--- config.mk ---
export PLATFORM = sky130hd
export DESIGN_NAME = serial_subtractor_flat
export DESIGN_NICKNAME = d
export VERILOG_FILES = /design/src/rtl/serial_subtractor_pkg.sv /design/src/rtl/serial_subtractor_if.sv /design/src/rtl/serial_subtractor_half_subtractor.sv /design/src/rtl/serial_subtractor.sv /design/src/flat_wrapper.sv
export SDC_FILE = /design/constraint.sdc
export NUM_CORES = 1
export LEC_CHECK = 0
export BUFFER_PORTS_ARGS = -buffer_cell sky130_fd_sc_hd__buf_2
export CAP_MARGIN = 5
export CORE_MARGIN = 2
export CORE_UTILIZATION = 58
export CTS_CLUSTER_DIAMETER = 80
export DETAILED_ROUTE_END_ITERATION = 10
export PLACE_DENSITY = 0.83
export SLEW_MARGIN = 0
export SYNTH_ARGS = -nofsm -noshare
export SYNTH_HDL_FRONTEND = slang
export SYNTH_SLANG_ARGS = --single-unit
--- constraint.sdc ---
create_clock -name clk -period 4.02 [get_ports clk]
set_input_delay 1.206 -clock clk [delete_from_list [all_inputs] [get_ports clk]]
set_output_delay 1.206 -clock clk [all_outputs]
set_load 0.005 [all_outputs]
--- src/rtl/serial_subtractor_pkg.sv ---
// Shared types and constants for the bit-serial subtractor.
// State encoding and default operand width.
package serial_subtractor_pkg;

  localparam int WIDTH_DEF = 8;

  typedef enum logic [1:0] {
    IDLE  = 2'd0,
    SHIFT = 2'd1,
    DONE  = 2'd2
  } state_t;

endpackage

--- src/rtl/serial_subtractor_if.sv ---
// Start/done handshake and operand/result bus
// between a controller and the serial subtractor.
interface serial_subtractor_if
  import serial_subtractor_pkg::*;
#(
  parameter int WIDTH = WIDTH_DEF
);

  logic             start;
  logic [WIDTH-1:0] a;
  logic [WIDTH-1:0] b;
  logic             busy;
  logic             done;
  logic [WIDTH-1:0] diff;
  logic             borrow;

  modport master (
    output start, a, b,
    input  busy, done, diff, borrow
  );

  modport slave (
    input  start, a, b,
    output busy, done, diff, borrow
  );

endinterface

--- src/rtl/serial_subtractor_half_subtractor.sv ---
// Half subtractor cell: difference and borrow of x - y.
// Two of these chain into a full subtractor.
module half_subtractor (
  input  logic x,
  input  logic y,
  output logic d,
  output logic bo
);

  assign d  = x ^ y;
  assign bo = ~x & y;

endmodule

--- src/rtl/serial_subtractor.sv ---
// Bit-serial subtractor: diff = a - b, one bit per clock,
// LSB first, with a single borrow flip-flop.
module serial_subtractor
  import serial_subtractor_pkg::*;
#(
  parameter int WIDTH = WIDTH_DEF
) (
  input  logic                clk,
  input  logic                rst,
  serial_subtractor_if.slave  bus
);

  localparam int CW = $clog2(WIDTH);

  state_t           state;
  state_t           nxt;
  logic [WIDTH-1:0] sa;
  logic [WIDTH-1:0] sb;
  logic [WIDTH-2:0] res;
  logic [CW-1:0]    cnt;
  logic             bff;
  logic [WIDTH-1:0] diff_q;
  logic             borrow_q;

  logic d1, bo1, d, bo2, bout, last;

  half_subtractor hs1 (
    .x  (sa[0]),
    .y  (sb[0]),
    .d  (d1),
    .bo (bo1)
  );

  half_subtractor hs2 (
    .x  (d1),
    .y  (bff),
    .d  (d),
    .bo (bo2)
  );

  assign bout = bo1 | bo2;
  assign last = (cnt == CW'(WIDTH - 1));

  always_ff @(posedge clk) begin
    if (rst) state <= IDLE;
    else     state <= nxt;
  end

  always_comb begin
    nxt = state;
    unique case (state)
      IDLE:    if (bus.start) nxt = SHIFT;
      SHIFT:   if (last) nxt = DONE;
      DONE:    nxt = IDLE;
      default: nxt = IDLE;
    endcase
  end

  // res collects the low WIDTH-1 result bits; the final bit
  // joins them directly on the last SHIFT edge.
  always_ff @(posedge clk) begin
    if (rst) begin
      sa       <= '0;
      sb       <= '0;
      res      <= '0;
      cnt      <= '0;
      bff      <= 1'b0;
      diff_q   <= '0;
      borrow_q <= 1'b0;
    end else begin
      unique case (state)
        IDLE: begin
          if (bus.start) begin
            sa  <= bus.a;
            sb  <= bus.b;
            cnt <= '0;
            bff <= 1'b0;
          end
        end
        SHIFT: begin
          sa  <= sa >> 1;
          sb  <= sb >> 1;
          res <= (WIDTH-1)'({d, res} >> 1);
          bff <= bout;
          cnt <= cnt + 1'b1;
          if (last) begin
            diff_q   <= {d, res};
            borrow_q <= bout;
          end
        end
        default: ;
      endcase
    end
  end

  assign bus.busy   = (state == SHIFT);
  assign bus.done   = (state == DONE);
  assign bus.diff   = diff_q;
  assign bus.borrow = borrow_q;

endmodule

--- src/flat_wrapper.sv ---
// flat-port wrapper written by rule: the top's interface ports become plain ports
module serial_subtractor_flat import serial_subtractor_pkg::*;
#(
  parameter int WIDTH = WIDTH_DEF
)
  (clk, rst, bus_start, bus_a, bus_b, bus_busy, bus_done, bus_diff, bus_borrow);
  serial_subtractor_if #(.WIDTH(WIDTH)) bus_i ();
  input  logic clk;
  input  logic rst;
  input wire logic [$bits(bus_i.start)-1:0] bus_start;
  input wire logic [$bits(bus_i.a)-1:0] bus_a;
  input wire logic [$bits(bus_i.b)-1:0] bus_b;
  output wire logic [$bits(bus_i.busy)-1:0] bus_busy;
  output wire logic [$bits(bus_i.done)-1:0] bus_done;
  output wire logic [$bits(bus_i.diff)-1:0] bus_diff;
  output wire logic [$bits(bus_i.borrow)-1:0] bus_borrow;
  assign bus_i.start = bus_start;
  assign bus_i.a = bus_a;
  assign bus_i.b = bus_b;
  assign bus_busy = bus_i.busy;
  assign bus_done = bus_i.done;
  assign bus_diff = bus_i.diff;
  assign bus_borrow = bus_i.borrow;
  serial_subtractor #(.WIDTH(WIDTH)) u_core (.clk(clk), .rst(rst), .bus(bus_i));
endmodule
==> flow_summary.yaml <==
final_layout:
  num_antenna_cells: 0
  seqCellArea_um2: 761
  multi_input_area_um2: 749
  nNetsFinal: 217
  finalNonFillerCells: 227
  syn2layout_area_growth_pct: 9.55
  n_fill_cell: 246
  drive_gt1_share_pct: 25.5
synth:
  syn_nets: 193
  ys_seq_elements: 38
  synthFlopType: "dfxtp_1"
  synth.distinct_cells: 27
  yosysSeqAreaShare_pct: 46.8
  ys_top_cells_by_count: "dfxtp_1 (38), nand2_1 (30), nor2_1 (21)"
  synth-edff-count: 0
  synth_top_area_share_pct: 46.8
  syn_area_um2: 1630
  yosysTopAreaCell: "dfxtp_1"
  synth_area_leaders: "dfxtp_1 (47%), mux2i_1 (9.2%), a211oi_2 (7.7%), nand2_1 (6.9%), a21oi_1 (5.2%)"
  postSynthCellCount: 171
  synth_most_common_cell: "dfxtp_1"
  synth_async_sr_flop_share_pct: 0
  syn_avg_cell_area_um2: 9.50
  yosysWarningCount: 0
timing:
  fin_setup_tns_ns: 0
  relSlewSlack_pct: 51.4
  tightest_slew_ns: 0.729
  finalWorstSetupSlack_ns: 1.18
  min_period_ns: 2.84
  hold_ws_ns: 0.457
  hold_viol_final: 0
  finalSetupViolCount: 0
  drv_slew: 0
  max_freq_mhz: 352
  finClkSkew_ns: 0.00546
  rsz0062_at_grt: "no"
  period_share_pct: 70.7
pwr:
  powerDensity_nw_per_um2: 385
  pwr-share-clk_pct: 29.8
  internal_power_mw: 0.512
  comb_power_share_pct: 11.5
  seqPwrFrac_pct: 58.7
  peakVddDrop_mv: 0.329
  netSwitchingFraction_pct: 25.3
  power_mw: 0.686
  leakage_nw: 0.720
  switchingPower_mw: 0.174
critical_path:
  startpoint: "u_core.state[0]"
  worstReg2RegEnd: "u_core.sb[2]"
  arrival_ns: 1.64
  crit_required_ns: 2.81
  reg2reg_slack_ns: 2.34
  critPathCaptureType: "primary output"
  crit_path_start_kind: "register"
  worstPathCellList: "buf_4 -> nand2b_1 -> inv_2 -> buf_2"
  critPathSlowestCell: "dfxtp_1"
  worstSetupEndpoint: "bus_busy"
  rr_worst_depth: 4
  worstPathMaxFanout: 24
  path_class: "register to primary output"
  slowest_delay_ns: 0.33
  r2r-start: "u_core.state[0]"
routing:
  num_vias: 1235
  ant_nets: 0
  wl_per_cell_um: 12.3
  via_per_inst: 5.44
  drt-initial-drc-count: 35
  drtPass1Iterations: 4
  routed_wl_um: 2800
  drc_errors: 0
floorplanning:
  die_area_um2: 3240
  core_area_um2: 2710
  die_h_um: 56.9
  fp-row-count: 19
  start_util_pct: 60.0
  io_pins: 30
  dieWidth_um: 56.9
clocking:
  postCtsHoldBufs: 0
  cts.repair.resized: 0
  postCtsSetupBuffers: 0
  clk_pin_slew_ns: 0.11
  clk-insertion-delay-late_ns: 0.34
  cts-htree-levels: 2
  cts_tree: "built"
  cts_buffer_depth: 2
  numCtsBuffers: 5
  clockRootBuffer: "clkbuf_4"
  cts.sinks: 38
global_route:
  antenna_found_initial: 0
  grt_pass1_vias: 1151
  grt_usage_pct: 19.6
  grt_first_pass_wirelength_um: 4910
  gr-total-overflow: 0
  grt_max_degree: 39
run:
  cap_violations: 0
hold_path:
  worstHoldStart: "u_core.bus.diff[2]"
  hold_path_class: "register to register"
placement:
  placement.io_buffers: 29
  dp.cells: 219
  dp_hpwl_um: 1890
  preCtsSetupSlack_ns: 1.55
  gp_congestion: 0.692
outcome:
  status: "finished, final reports clean"
registers in the layout, summed over array words and instances (netlist names):
name	cells
u_core.res	7
u_core.sa	8
u_core.cnt	3
u_core.state	2
u_core.bus.diff	8
u_core.sb	8
u_core.bff	1
u_core.bus.borrow	1
through the flow:
step	instance area (um^2)	utilization, %
2_1_floorplan	1630	-
3_3_place_gp	1720	63.3
3_5_place_dp	1720	63.3
4_1_cts	1780	65.7
5_1_grt	1780	65.7
6_report	1780	65.7
cells by family (layout without fill, tap and decap cells):
logic type	Yosys count	in the layout	share of synthesized area, %
buf+inv	17	42	7.08
flops	38	38	46.8
compound gates	40	40	18.9
fa+ha+maj	3	3	2.77
simple gates	58	58	15.2
mux	15	15	9.24
worst min path at each step:
stage	endpoint	slack, ns	depth (start not counted)
after CTS	u_core.bus.diff[3]	0.46	2
after global placement	u_core.bus.diff[4]	0.44	2
after floorplan	u_core.bus.diff[0]	0.43	2
final	u_core.bus.diff[2]	0.46	2
after global routing	u_core.bus.diff[0]	0.49	2
after detailed placement	u_core.bus.diff[3]	0.44	2
layout make-up:
type                    instances  share of cell area [%]
clock buffers                   6                    2.88
well taps                      31                    2.18
multi-input cells             116                    42.1
inverters                       4                   0.843
repair buffers                 30                    8.57
flip-flops and latches         38                    42.7
clock inverters                 2                   0.703
critical path, delay by kind of cell (launching register included):
kind	cells	cell delay [ns]
buffers and inverters	3	0.68
DFF	1	0.33
and+or+nand+nor	1	0.29
power by group through the flow:
stage	Clock [mW]	Sequential [mW]	Combinational, mW
2_1_floorplan	0	0.410	0.0679
3_3_place_gp	0	0.410	0.0763
6_report	0.204	0.403	0.0788
4_1_cts	0.211	0.403	0.0801
3_5_place_dp	0	0.412	0.0794
5_1_grt	0.224	0.405	0.0888
metal layers:
| layer | wire [um] | track usage [%] | share of wire [%] | up-vias |
|---|---|---|---|---|
| li1 | - | - | - | 635 |
| met1 | 1240 | 23.1 | 44 | 567 |
| met2 | 1350 | 32.3 | 48 | 26 |
| met3 | 146 | 4.99 | 5.2 | 7 |
| met4 | 63 | 11.0 | 2.3 | 0 |
| met5 | 0 | 0 | 0 | - |
layout by cell type (no fill, tap or decap):
cell type and instances:
ha_1 2, buf_2 29, o21bai_1 1, nor2_1 21, clkbuf_4 5, clkinv_2 1, and3b_1 1, a211oi_2 10
dfxtp_1 38, a21oi_1 17, nand2_1 30, mux2i_1 15, fa_1 1, o21ai_0 2, nand4bb_1 2, a211oi_1 6
nor3_1 1, inv_2 1, nand2b_1 1, o21ba_2 1, inv_1 3, clkbuf_8 1, nand3b_1 1, buf_4 1
a2bb2oi_1 1, clkinvlp_4 1, a22oi_1 2, nor2b_1 1
Power figures use the tool's default switching activity.
